[config.mk]
export PLATFORM = sky130hd
export DESIGN_NAME = cpu_mem_bridge
export DESIGN_NICKNAME = d
export VERILOG_FILES = /design/src/rtl/cpu_pkg.sv /design/src/rtl/wait_timer.sv /design/src/rtl/cpu_mem_bridge.sv
export SDC_FILE = /design/constraint.sdc
export NUM_CORES = 1
export LEC_CHECK = 0
export CAP_MARGIN = 0
export CORE_MARGIN = 8
export CORE_UTILIZATION = 36
export CTS_CLUSTER_SIZE = 20
export DETAILED_ROUTE_END_ITERATION = 10
export DONT_BUFFER_PORTS = 1
export GPL_ROUTABILITY_DRIVEN = 0
export PLACE_DENSITY = 0.51
export SYNTH_ARGS = -nofsm -noshare
export SYNTH_HDL_FRONTEND = slang
export SYNTH_SLANG_ARGS = --single-unit
[constraint.sdc]
create_clock -name clk -period 2.2 [get_ports clk]
set_input_delay 0.33 -clock clk [delete_from_list [all_inputs] [get_ports clk]]
set_output_delay 0.33 -clock clk [all_outputs]
set_load 0.03 [all_outputs]
[src/rtl/cpu_pkg.sv]
// rtl/cpu_pkg.sv - shared CPU types: memory bridge states and default bus widths
package cpu_pkg;

    localparam int DEF_DATA_W  = 8;
    localparam int DEF_ADDR_W  = 8;
    localparam int DEF_TIMEOUT = 15;

    typedef enum logic [1:0] {
        IDLE = 2'd0,
        BUSY = 2'd1,
        RESP = 2'd2,
        ERR  = 2'd3
    } bridge_state_t;

endpackage

[src/rtl/wait_timer.sv]
// rtl/wait_timer.sv - saturating wait-state counter with terminal flag
module wait_timer #(
    parameter int TIMEOUT = 15,
    parameter int TMR_W   = $clog2(TIMEOUT + 1)
) (
    input  logic clk,
    input  logic reset,
    input  logic clear,
    input  logic en,
    output logic terminal
);

    logic [TMR_W-1:0] count_q;
    logic [TMR_W-1:0] count_inc;

    assign count_inc = count_q + TMR_W'(1);

    // Flags the enabled cycle whose increment brings the count to TIMEOUT.
    assign terminal = en && (count_inc == TMR_W'(TIMEOUT));

    always_ff @(posedge clk) begin
        if (reset || clear) begin
            count_q <= '0;
        end else if (en && (count_q != TMR_W'(TIMEOUT))) begin
            count_q <= count_inc;
        end
    end

endmodule

[src/rtl/cpu_mem_bridge.sv]
// rtl/cpu_mem_bridge.sv - req/ack memory port between the CPU core and external memory
module cpu_mem_bridge
    import cpu_pkg::*;
#(
    parameter int DATA_W  = DEF_DATA_W,
    parameter int ADDR_W  = DEF_ADDR_W,
    parameter int TIMEOUT = DEF_TIMEOUT
) (
    input  logic              clk,
    input  logic              reset,
    input  logic [ADDR_W-1:0] core_addr,
    input  logic [DATA_W-1:0] core_wdata,
    input  logic              core_read,
    input  logic              core_write,
    output logic [DATA_W-1:0] core_rdata,
    output logic              core_rvalid,
    output logic              core_stall,
    output logic              core_err,
    output logic [ADDR_W-1:0] mem_addr,
    output logic [DATA_W-1:0] mem_wdata,
    output logic              mem_write,
    output logic              mem_req,
    input  logic              mem_ack,
    input  logic [DATA_W-1:0] mem_rdata
);

    localparam int TMR_W = $clog2(TIMEOUT + 1);

    bridge_state_t state, state_next;
    logic          core_req;
    logic          accept;
    logic          tmr_term;
    logic          in_busy;

    assign core_req = core_read | core_write;
    assign in_busy  = (state == BUSY);

    wait_timer #(
        .TIMEOUT (TIMEOUT),
        .TMR_W   (TMR_W)
    ) u_wait_timer (
        .clk      (clk),
        .reset    (reset),
        .clear    (!in_busy),
        .en       (in_busy),
        .terminal (tmr_term)
    );

    always_ff @(posedge clk) begin
        if (reset) begin
            state <= IDLE;
        end else begin
            state <= state_next;
        end
    end

    always_comb begin
        state_next = state;
        accept     = 1'b0;
        core_stall = 1'b0;
        case (state)
            IDLE, RESP: begin
                core_stall = core_req;
                if (core_req) begin
                    accept     = 1'b1;
                    state_next = BUSY;
                end else begin
                    state_next = IDLE;
                end
            end
            BUSY: begin
                core_stall = 1'b1;
                // A completing ack on the final allowed cycle beats the timeout.
                if (mem_ack) begin
                    state_next = RESP;
                end else if (tmr_term) begin
                    state_next = ERR;
                end
            end
            ERR: begin
                state_next = IDLE;
            end
            default: begin
                state_next = IDLE;
            end
        endcase
    end

    always_ff @(posedge clk) begin
        if (reset) begin
            mem_req     <= 1'b0;
            mem_write   <= 1'b0;
            mem_addr    <= '0;
            mem_wdata   <= '0;
            core_rdata  <= '0;
            core_rvalid <= 1'b0;
            core_err    <= 1'b0;
        end else begin
            mem_req     <= (state_next == BUSY);
            core_rvalid <= in_busy && mem_ack && !mem_write;
            core_err    <= in_busy && !mem_ack && tmr_term;
            // Write wins when both are requested; the read is silently dropped.
            if (accept) begin
                mem_addr  <= core_addr;
                mem_wdata <= core_wdata;
                mem_write <= core_write;
            end
            if (in_busy && mem_ack && !mem_write) begin
                core_rdata <= mem_rdata;
            end
        end
    end

endmodule

==> results_dict.tcl <==
set metrics [dict create \
    grt_overflow 0 \
    yosysTopAreaCellShare_pct 50.23 \
    clk_pin_slew_ps 60 \
    fin_worst_skew_ps 5.026 \
    cts_root_buf "clkbuf_8" \
    synthTopCellsByArea "dfxtp_1, nand2_1, a21oi_1" \
    switchingPower_uw 350.4 \
    status "finished, final reports clean" \
    io_pins 58 \
    hold_viol_final 0 \
    synth_cells 159 \
    drt-initial-drc-count 44 \
    netSwitchingFraction_pct 27.18 \
    peakVddDrop_mv 0.2763 \
    report.final.slew_viol_count 0 \
    die_w_um 77.35 \
    grt_usage_pct 10.49 \
    ys_ff_latch 34 \
    clockBufferDepth 2 \
    via_per_inst 4.898 \
    grt_pass1_vias 1006 \
    io_buffers 0 \
    tritoncts "done" \
    row_count 22 \
    routed_wl_um 3046 \
    avgSynthCellArea_um2 8.522 \
    finalNetCount 187 \
    num_vias 1004 \
    grt_max_degree 30 \
    die_h_um 77.35 \
    drive_above_1_share_pct 9.554 \
    synth_edf_count 0 \
    core-area_mm2 0.003633 \
    drc 0 \
    cp-start-kind "flop" \
    p_leak_nw 0.5338 \
    synthFlopType "dfxtp_1" \
    htree_num_levels 2 \
    synth_top_area_cell "dfxtp_1" \
    synth-async-reset-ratio_pct 0 \
    internal_power_uw 938.9 \
    dieArea_mm2 0.005983 \
    hp-class "input pin to flop" \
    rsz0062_at_grt "false" \
    grt_pass1_wl_um 5009 \
    antenna_found_initial 0 \
    cts_setup_buffers 0 \
    yosysMostFrequentCell "nand2_1" \
    synth_commonest_cells "nand2_1, dfxtp_1, a21oi_1" \
    comb_power_share_pct 7.2 \
    slew_headroom_pct 69.69 \
    p_seq_share_pct 57.4 \
    fin_crit_sh_pct 73.47 \
    drt_pass1_iterations 5 \
    wl_per_cell_um 14.86 \
    fin_crit_ps 1616 \
    ant_nets 0 \
    cts_sinks 34 \
    critical_path_class "flop to output pin" \
    fill_cells 389 \
    synth_cell_types 35 \
    holdBufCountCts 0 \
    yosys_warnings 0 \
    critical_path_required_ps 1870 \
    fmaxAchievable_mhz 618.7 \
    crit_path_max_fanout 19 \
    setup_violations 0 \
    crit_arrival_ps 1290 \
    synthesis.nets 190 \
    endpoint_kind "output pin" \
    diodes 0 \
    p_per_area_mw_per_mm2 888.3 \
    synth.cell_area_mm2 0.001355 \
    ys_seq_area_share_pct 50.23 \
    dp_hpwl_um 2353 \
    tns_ps 0 \
    syn_to_final_growth_pct 7.110 \
    tightest_slew_ps 453.5 \
    cts.repair.resized 0 \
    maxCapViolCount 0 \
    start_util_pct 37.29 \
    final_util_pct 39.94 \
    cts_made_buffers 5 \
    clockPowerShare_pct 35.4 \
    clock_latency_ps 280 \
]
## stage by stage
stage	power [mW]	cell area, µm²	hold slack, ps	instances	setup WS [ps]
after CTS	1.311	1451	102.0	205	560.2
after detailed placement	0.8505	1360	404.3	197	797.4
after floorplan	0.8396	1355	408.2	159	923.0
final	1.289	1451	115.5	205	583.7
after global routing	1.362	1451	93.92	205	488.7
after global placement	0.8448	1360	402.9	197	846.5
## worst max-delay path, stage by stage (launching register included)
cell and delay [ps]:
dfxtp_1 390, o21bai_4 270, nand2_1 340
## layout by cell type (no fill, tap or decap), drive strengths merged, types with 2 or more instances in the layout
| master | netlist | layout |
|---|---|---|
| dfxtp | 34 | 34 |
| nor2 | 9 | 9 |
| inv | 2 | 2 |
| ha | 2 | 2 |
| nor2b | 2 | 2 |
| nor3 | 2 | 2 |
| a21oi | 24 | 24 |
| nand3 | 2 | 2 |
| nand2 | 50 | 50 |
| a211oi | 2 | 2 |
| clkbuf | 1 | 7 |
## kinds of logic (layout without fill, tap and decap cells)
kind of cell | count (synthesis) | count (layout) | share of synthesized area (%)
and+or+nand+nor | 75 | 75 | 25.39
adders and majority gates | 2 | 2 | 1.846
xor gates and xnor gates | 1 | 1 | 0.6465
AOI/OAI and AO/OA | 34 | 34 | 16.53
buffers and inverters | 12 | 10 | 4.617
DFF | 34 | 34 | 50.23
muxes | 1 | 1 | 0.7387
## state kept, by name, summed over array words and instances (netlist names)
| name | count |
|---|---|
| state | 2 |
| core_rvalid | 1 |
| mem_wdata | 8 |
| core_rdata | 8 |
| mem_addr | 8 |
| mem_write | 1 |
| u_wait_timer.count_q | 4 |
| core_err | 1 |
| mem_req | 1 |
## metal layers
layer	wire length [µm]	share of wire (%)	vias up	GRT usage [%]
met5	0	0	-	0
met4	44	1.4	0	3.962
met3	392	13	6	7.373
met2	1488	49	30	17.10
met1	1120	37	447	10.20
li1	-	-	521	-
## layout make-up
cell class                      count  area [µm²]  area share (%)
Clock buffer                        7       86.33           5.948
Clock inverter                      1       5.005          0.3448
Inverter                            2       7.507          0.5172
Multi-Input combinational cell    113       611.8           42.16
Sequential cell                    34       680.7           46.90
Tap cell                           48       60.06           4.138
## worst paths after layout
| path | from | endpoint | slack (ps) | cells after the start |
|---|---|---|---|---|
| worst min-delay path | reset | mem_wdata[5]$_SDFFE_PP0P_ | 120 | 1 |
| worst max register to register | u_wait_timer.count_q[1]$_SDFFE_PP0P_ | core_err$_SDFF_PP0_ | 800 | 3 |
| worst min register to register | u_wait_timer.count_q[3]$_SDFFE_PP0P_ | u_wait_timer.count_q[2]$_SDFFE_PP0P_ | 590 | 2 |
| worst max-delay path | state[0]$_SDFF_PP0_ | core_stall | 580 | 2 |
## power groups by stage
stage	sequential [mW]	combinational [mW]	clock [mW]
3_3_place_gp	0.755	0.0893	0
5_1_grt	0.745	0.108	0.509
4_1_cts	0.742	0.0942	0.474
6_report	0.740	0.0928	0.456
2_1_floorplan	0.746	0.0940	0
3_5_place_dp	0.756	0.0941	0
Power figures use the tool's default switching activity.
